## src/rtl/isqrt_pipe_n.sv

```systemverilog
// Sequential restoring integer square root.
// Accepts a WIDTH-bit radicand in IDLE, iterates N = WIDTH/2 restoring steps
// in RUN, then publishes floor(sqrt(x)) and x - root^2 with a one-cycle done.
// Latency from accepting edge to done-visible cycle is always N+1 clocks.
//
// state | meaning
// IDLE  | waiting for start_in; results hold their last values
// RUN   | N restoring steps, then one finalize edge that loads results

module isqrt_pipe_n #(
    parameter int WIDTH = 16,
    localparam int N = WIDTH / 2
) (
    input  logic             clock,
    input  logic             reset,
    input  logic             start_in,
    input  logic [WIDTH-1:0] input_x,
    output logic             busy,
    output logic             done,
    output logic [N-1:0]     output_x,
    output logic [N:0]       remainder
);

    // Reject odd or too-narrow radicand widths at elaboration.
    if ((WIDTH % 2) != 0 || WIDTH < 4) begin : g_bad_width
        $error("isqrt_pipe_n: WIDTH must be even and at least 4");
    end

    // Step counter must hold the value N itself.
    localparam int CW = $clog2(N + 1);

    typedef enum logic {
        IDLE = 1'b0,
        RUN  = 1'b1
    } state_t;

    state_t             state;
    logic [WIDTH-1:0]   op;
    logic [WIDTH-1:0]   res;
    logic [WIDTH-1:0]   mask;
    logic [CW-1:0]      cnt;
    logic [WIDTH:0]     trial;

    // Trial subtraction one bit wider than the operands; the MSB is the sign.
    always_comb begin
        trial = {1'b0, op} - ({1'b0, res} + {1'b0, mask});
    end

    // Control FSM, datapath iteration and registered outputs.
    always_ff @(posedge clock) begin
        if (reset) begin
            state     <= IDLE;
            busy      <= 1'b0;
            done      <= 1'b0;
            output_x  <= '0;
            remainder <= '0;
            op        <= '0;
            res       <= '0;
            mask      <= '0;
            cnt       <= '0;
        end else begin
            done <= 1'b0;
            case (state)
                IDLE: begin
                    if (start_in) begin
                        op    <= input_x;
                        res   <= '0;
                        mask  <= {2'b01, {(WIDTH-2){1'b0}}};
                        cnt   <= CW'(N);
                        busy  <= 1'b1;
                        state <= RUN;
                    end
                end
                RUN: begin
                    if (cnt != '0) begin
                        // One restoring step; keep the subtraction only if non-negative.
                        if (!trial[WIDTH]) begin
                            op  <= trial[WIDTH-1:0];
                            res <= (res >> 1) + mask;
                        end else begin
                            res <= res >> 1;
                        end
                        mask <= mask >> 2;
                        cnt  <= cnt - CW'(1);
                    end else begin
                        // Terminal count: remainder never exceeds 2*root, so N+1 bits suffice.
                        output_x  <= res[N-1:0];
                        remainder <= op[N:0];
                        done      <= 1'b1;
                        busy      <= 1'b0;
                        state     <= IDLE;
                    end
                end
                default: begin
                    state <= IDLE;
                    busy  <= 1'b0;
                end
            endcase
        end
    end

endmodule
```

## config.mk

```make
export PLATFORM = sky130hd
export DESIGN_NAME = isqrt_pipe_n
export DESIGN_NICKNAME = d
export VERILOG_FILES = /design/src/rtl/isqrt_pipe_n.sv
export SDC_FILE = /design/constraint.sdc
export NUM_CORES = 1
export LEC_CHECK = 0
export CELL_PAD_IN_SITES_DETAIL_PLACEMENT = 0
export CELL_PAD_IN_SITES_GLOBAL_PLACEMENT = 1
export CORE_MARGIN = 8
export CORE_UTILIZATION = 40
export DETAILED_ROUTE_END_ITERATION = 8
export PLACE_DENSITY = 0.83
export SETUP_SLACK_MARGIN = 0.4
export SKIP_LAST_GASP = 1
export SYNTH_ARGS = -nofsm -noshare
export SYNTH_HDL_FRONTEND = slang
export SYNTH_SLANG_ARGS = --single-unit
```

## constraint.sdc

```tcl
create_clock -name clock -period 4.8 [get_ports clock]
set_input_delay 0.96 -clock clock [delete_from_list [all_inputs] [get_ports clock]]
set_output_delay 0.96 -clock clock [all_outputs]
set_load 0.03 [all_outputs]
```

* Word-level counts from Yosys, hierarchy flattened
Cells that the tools add are included.
Storage, ports and cells: register bits after elaboration 72, bits of input ports 19
Operators by class: add/subtract/negate cells 4, eq/ne operators 4, mux-type cells 21, bitwise gates (word level) 2, reduce and logical (&&, ||, !) cells 6
Operators with widths (count):
- $mux 16 | 8
- $pmux 16 s2 | 3
- $add 16x16->17 | 1
- $sub 16x17->17 | 1
- $add 15x16->16 | 1
- $mux 4 | 2
- $pmux 4 s2 | 1
- $ne 2x2->1 const B | 3
- $reduce_and 2->1 | 3
- $mux 1 | 5
- $pmux 1 s2 | 2
- $reduce_bool 4->1 | 1
- $sub 4x1->4 const B | 1
- $reduce_and 3->1 | 1
- $ne 2x1->1 const B | 1
- $not 1->1 | 2
- $reduce_or 2->1 | 1

* Longest topological paths before layout
word-level depth 5, depth in mapped cells 12

* Least setup slack after synthesis
OpenSTA, ideal clock, no wires.
path type register to register, from reg res[6], to reg op[10], arrival time 2806 ps, setup slack 1870 ps, stages on the path, launching flop included 12, path through dfxtp_1 -> clkbuf_1 -> inv_1 -> fa_1 -> ha_1 -> and2_1 -> or2b_1 -> nand3b_4 -> mux2_4 -> buf_12 -> o31ai_1 -> a21oi_1
On the way: word-level cells in the longest chain between the ends 5, elaborated cells between the ends (all ways) 7, those cells by class 2 x add/sub; 1 x eq/ne; 3 x mux; 1 x reduce/logical
RTL lines:
- start, declared | RTL line 39 | logic [WIDTH-1:0] res;
- start signal, assigned | RTL line 79 | res <= (res >> 1) + mask;
- start signal, assigned | RTL line 81 | res <= res >> 1;
- $add 16x16->17 (*) | RTL line 46 | trial = {1'b0, op} - ({1'b0, res} + {1'b0, mask});
- $sub 16x17->17 (*) | RTL line 46
- $mux 16 | RTL line 77 | if (!trial[WIDTH]) begin
- $mux 16 | RTL line 75 | if (cnt != '0) begin
- $pmux 16 s2 | RTL line 63 | case (state)
- end signal, assigned | RTL line 66 | op <= input_x;
- end signal, assigned | RTL line 78 | op <= trial[WIDTH-1:0];
- end, declared | RTL line 38 | logic [WIDTH-1:0] op;
Mark *: on every way between the ends. The rest lies on a longest branch, timed or not. The select of a mux whose other input is x is not followed. A chain may end at the register's enable or synchronous reset.

* Worst setup path in the final report
from reg res[6], to reg res[0]
On the way: word-level cells in the longest chain between the ends 5
RTL lines (RTL line):
- $add 16x16->17 | 46
- $sub 16x17->17 | 46
- $mux 16 | 77
- $mux 16 | 75
- $pmux 16 s2 | 63
Every way passes these cells. The select of a mux whose other input is x is not followed.

==> summary.md <==
| Metric | Value |
|---|---|
| Required time at the worst-slack endpoint | `5040 ps` |
| Most common library cell in the layout ignoring fill and taps | `sky130_fd_sc_hd__nand2_1` |
| Share of cells above drive strength 1 | `0.118` |
| Final cycle utilization of the critical path | `0.756` |
| Synthesized cell area | `0.00464 mm²` |
| Area share of the largest cell type after synthesis | `0.276` |
| Cell with the largest stage delay on the worst path | `sky130_fd_sc_hd__a31oi_1` |
| Antenna violations before repair | `0` |
| Ant. Diodes | `0` |
| # Post-CTS Setup Buffers | `0` |
| Endpoint kind of the worst setup timing path | `flip-flop` |
| Unique masters post-synth | `78` |
| DR iter-0 viols | `232` |
| Site Rows | `39` |
| Switching power summed over all nets | `0.000757 W` |
| Ys async rst share | `0` |
| Starting Density | `0.408` |
| Post-detailed-route count of antenna-violating nets | `0` |
| Total number of clock tree sinks | `64` |
| Final-report max-slew violation count | `0` |
| Relative contribution of sequential cells to total power | `0.297` |
| Remaining DRCs | `0` |
| Relative area change from synthesis to final layout | `14.9%` |
| IO Pins | `38` |
| Final Skew | `5.70 ps` |
| Number of iterations in the first detailed-routing pass | `5` |
| Max-capacitance violation count | `0` |
| Die Span X | `124 µm` |
| Fraction of the yosys area taken by sequential cells | `0.276` |
| Highest achievable clock rate | `275 MHz` |
| Filler-free cell count of the finished design | `721` |
| Cell breakdown of the critical path | `inv_1, fa_1, ha_1, and2_1, or2b_1, nand3b_4, a31oi_1, nor2_1, o311ai_1` |
| Clock-pin slew of the registers on the worst-case setup and hold paths | `60 ps` |
| Rel. slew slack | `0.204` |
| Pin slew with the least headroom to its limit | `1190 ps` |
| Total power divided by cell area | `380 mW/mm²` |
| Final critical-path setup slack | `1170 ps` |
| Highest-count cells in the layout ignoring fill and taps | `sky130_fd_sc_hd__nand2_1 (74), sky130_fd_sc_hd__dfxtp_1 (64), sky130_fd_sc_hd__a21oi_1 (52)` |
| H-tree Lvls | `3` |
| Post-Route WL | `12.4 mm` |
| Worst voltage drop across the vdd grid | `0.000231 V` |
| Number of global-route vias before repair | `3955` |
| TritonCTS buffer count | `9` |
| HP Class | `reg2reg` |
| Clock insertion delay at the later pin of the skew report | `340 ps` |
| Per-cell routed wire length | `17.2 µm` |
| Clock tree from TritonCTS | `done` |
| Synthesis-stage register bit count | `64` |
| GR Overflow Total | `0` |
| Min Tclk post-route | `3630 ps` |
| Startpoint type of the worst setup path | `flip-flop` |
| Maximum number of pins on one net before global-route repair | `28` |
| Int Power | `0.00127 W` |
| Number of synthesized flops with an enable pin | `0` |
| Leading post-synthesis cells by cell area | `sky130_fd_sc_hd__dfxtp_1 (28%), sky130_fd_sc_hd__ha_1 (9.2%), sky130_fd_sc_hd__nand2_1 (6.0%), sky130_fd_sc_hd__a21oi_1 (5.6%), sky130_fd_sc_hd__fa_1 (3.9%)` |
| Final setup TNS | `0 ps` |
| Average footprint of a synthesized cell | `8.39 µm²` |
| Clock Path Buffers | `2` |
| Cell Count Post-Placement | `705` |
| Filler cell count | `1136` |
| Number of endpoints with negative hold slack in the final report | `0` |
| Detailed Place HPWL | `9.21 mm` |
| GP Congestion | `0.873` |
| Critical Path Fanout Max | `13` |
| Synthesized instance count | `553` |
| Number of buffers added on ports | `37` |
| Final setup violation count | `0` |
| Final hold slack | `454 ps` |
| Die Area | `0.0153 mm²` |
| Status | `completed` |
| Net total in the final layout | `635` |
| Final Total Pwr | `0.00203 W` |
| Number of synthesis warnings | `0` |
| First-pass GRT wire length | `20.0 mm` |
| Post-cts hold buffer count | `0` |
| Net count after synthesis | `615` |
| Net switching fraction of the power | `0.373` |
| Die Ht | `124 µm` |
| Setup repair after global routing missed its margin | `false` |
| Count of cells resized by post-cts repair | `0` |
| Worst Path Arrival | `3870 ps` |
| Global-route usage over all layers | `0.165` |
| Clock root buffer master | `sky130_fd_sc_hd__clkbuf_16` |
| Routed vias/inst | `5.79` |
| Setup Slack @ Placement | `1190 ps` |
| Core ar. | `0.0114 mm²` |
| Clk pwr share | `0.336` |
| Leakage | `1.95 nW` |
| Most used flip-flop cell after synthesis | `sky130_fd_sc_hd__dfxtp_1` |
| Logic gate share of total power | `0.367` |
| Setup CP Type | `reg2reg` |
| Cell taking the most area after synthesis | `sky130_fd_sc_hd__dfxtp_1` |
| Max stage delay on crit path | `910 ps` |
| Number of vias in the routed layout | `4173` |
==> registers in the layout, summed over array words and instances, names as in the netlist <==
register   flops
cnt            4
busy           1
remainder      9
res           16
done           1
output_x       8
state          1
op            16
mask           8
==> worst max-delay path: cells and delay by family (launching register included) <==
kind            cells  cell delay (ps)
compound gates      2             1190
buf+inv             1              130
fa+ha+maj           2              840
flops               1              510
simple gates        4              860
==> final timing paths <==
| kind | endpoint | slack [ps] | startpoint | cells after the start |
|---|---|---|---|---|
| max | res[0] | 1170 | res[6] | 9 |
| min | output_x[0] | 450 | output_x[0] | 2 |
| max reg2reg | res[0] | 1170 | res[6] | 9 |
| min reg2reg | output_x[0] | 450 | output_x[0] | 2 |
==> layer usage <==
metal | share of wire | vias up | track usage
li1 | - | 2041 | -
met3 | 0.063 | 21 | 0.0367
met5 | 0 | - | 0
met4 | 0.022 | 0 | 0.0632
met1 | 0.46 | 2006 | 0.215
met2 | 0.46 | 105 | 0.262
==> cell usage after synthesis (7+ instances only) <==
library cell and instances:
sky130_fd_sc_hd__ha_1 34, sky130_fd_sc_hd__dfxtp_1 64, sky130_fd_sc_hd__a31oi_1 8, sky130_fd_sc_hd__o31ai_1 8
sky130_fd_sc_hd__nand2_1 74, sky130_fd_sc_hd__mux2i_1 9, sky130_fd_sc_hd__a21oi_1 52, sky130_fd_sc_hd__clkbuf_1 15
sky130_fd_sc_hd__fa_1 9, sky130_fd_sc_hd__buf_2 7, sky130_fd_sc_hd__o21ai_0 10, sky130_fd_sc_hd__nor2_1 14
sky130_fd_sc_hd__o211ai_1 11, sky130_fd_sc_hd__nand4_1 7, sky130_fd_sc_hd__nand3_1 30, sky130_fd_sc_hd__nor3_1 16
sky130_fd_sc_hd__inv_1 47, sky130_fd_sc_hd__xnor2_1 10
==> cell type report <==
class | count | area (µm²) | share of cell area
Clock buffer | 10 | 239 | 0.0448
Clock inverter | 6 | 67.6 | 0.0127
Inverter | 48 | 180 | 0.0338
Multi-Input combinational cell | 409 | 2990 | 0.561
Sequential cell | 64 | 1280 | 0.240
Tap cell | 143 | 179 | 0.0336
Timing Repair Buffer | 41 | 395 | 0.0742
==> per-stage QoR <==
step                       util  cell area [µm²]
after CTS                 0.469             5330
after global placement    0.442             5020
after detailed placement  0.442             5020
final                     0.469             5330
after global routing      0.469             5330
after floorplan               -             4640
==> power groups by stage <==
stage	sequential, W	clock (W)	combinational (W)
after floorplan	0.000608	0	0.000594
after global placement	0.000612	0	0.000729
after detailed placement	0.000613	0	0.000739
after CTS	0.000602	0.000694	0.000743
after global routing	0.000607	0.000716	0.000812
final	0.000602	0.000681	0.000744
==> kinds of logic after synthesis <==
| kind of cell | Yosys count | synth area share |
|---|---|---|
| AOI/OAI and AO/OA | 156 | 0.253 |
| xor gates and xnor gates | 16 | 0.0302 |
| adders and majority gates | 43 | 0.130 |
| buffers and inverters | 80 | 0.0798 |
| DFF | 64 | 0.276 |
| muxes | 12 | 0.0299 |
| and+or+nand+nor | 182 | 0.200 |
Power figures use the tool's default switching activity.
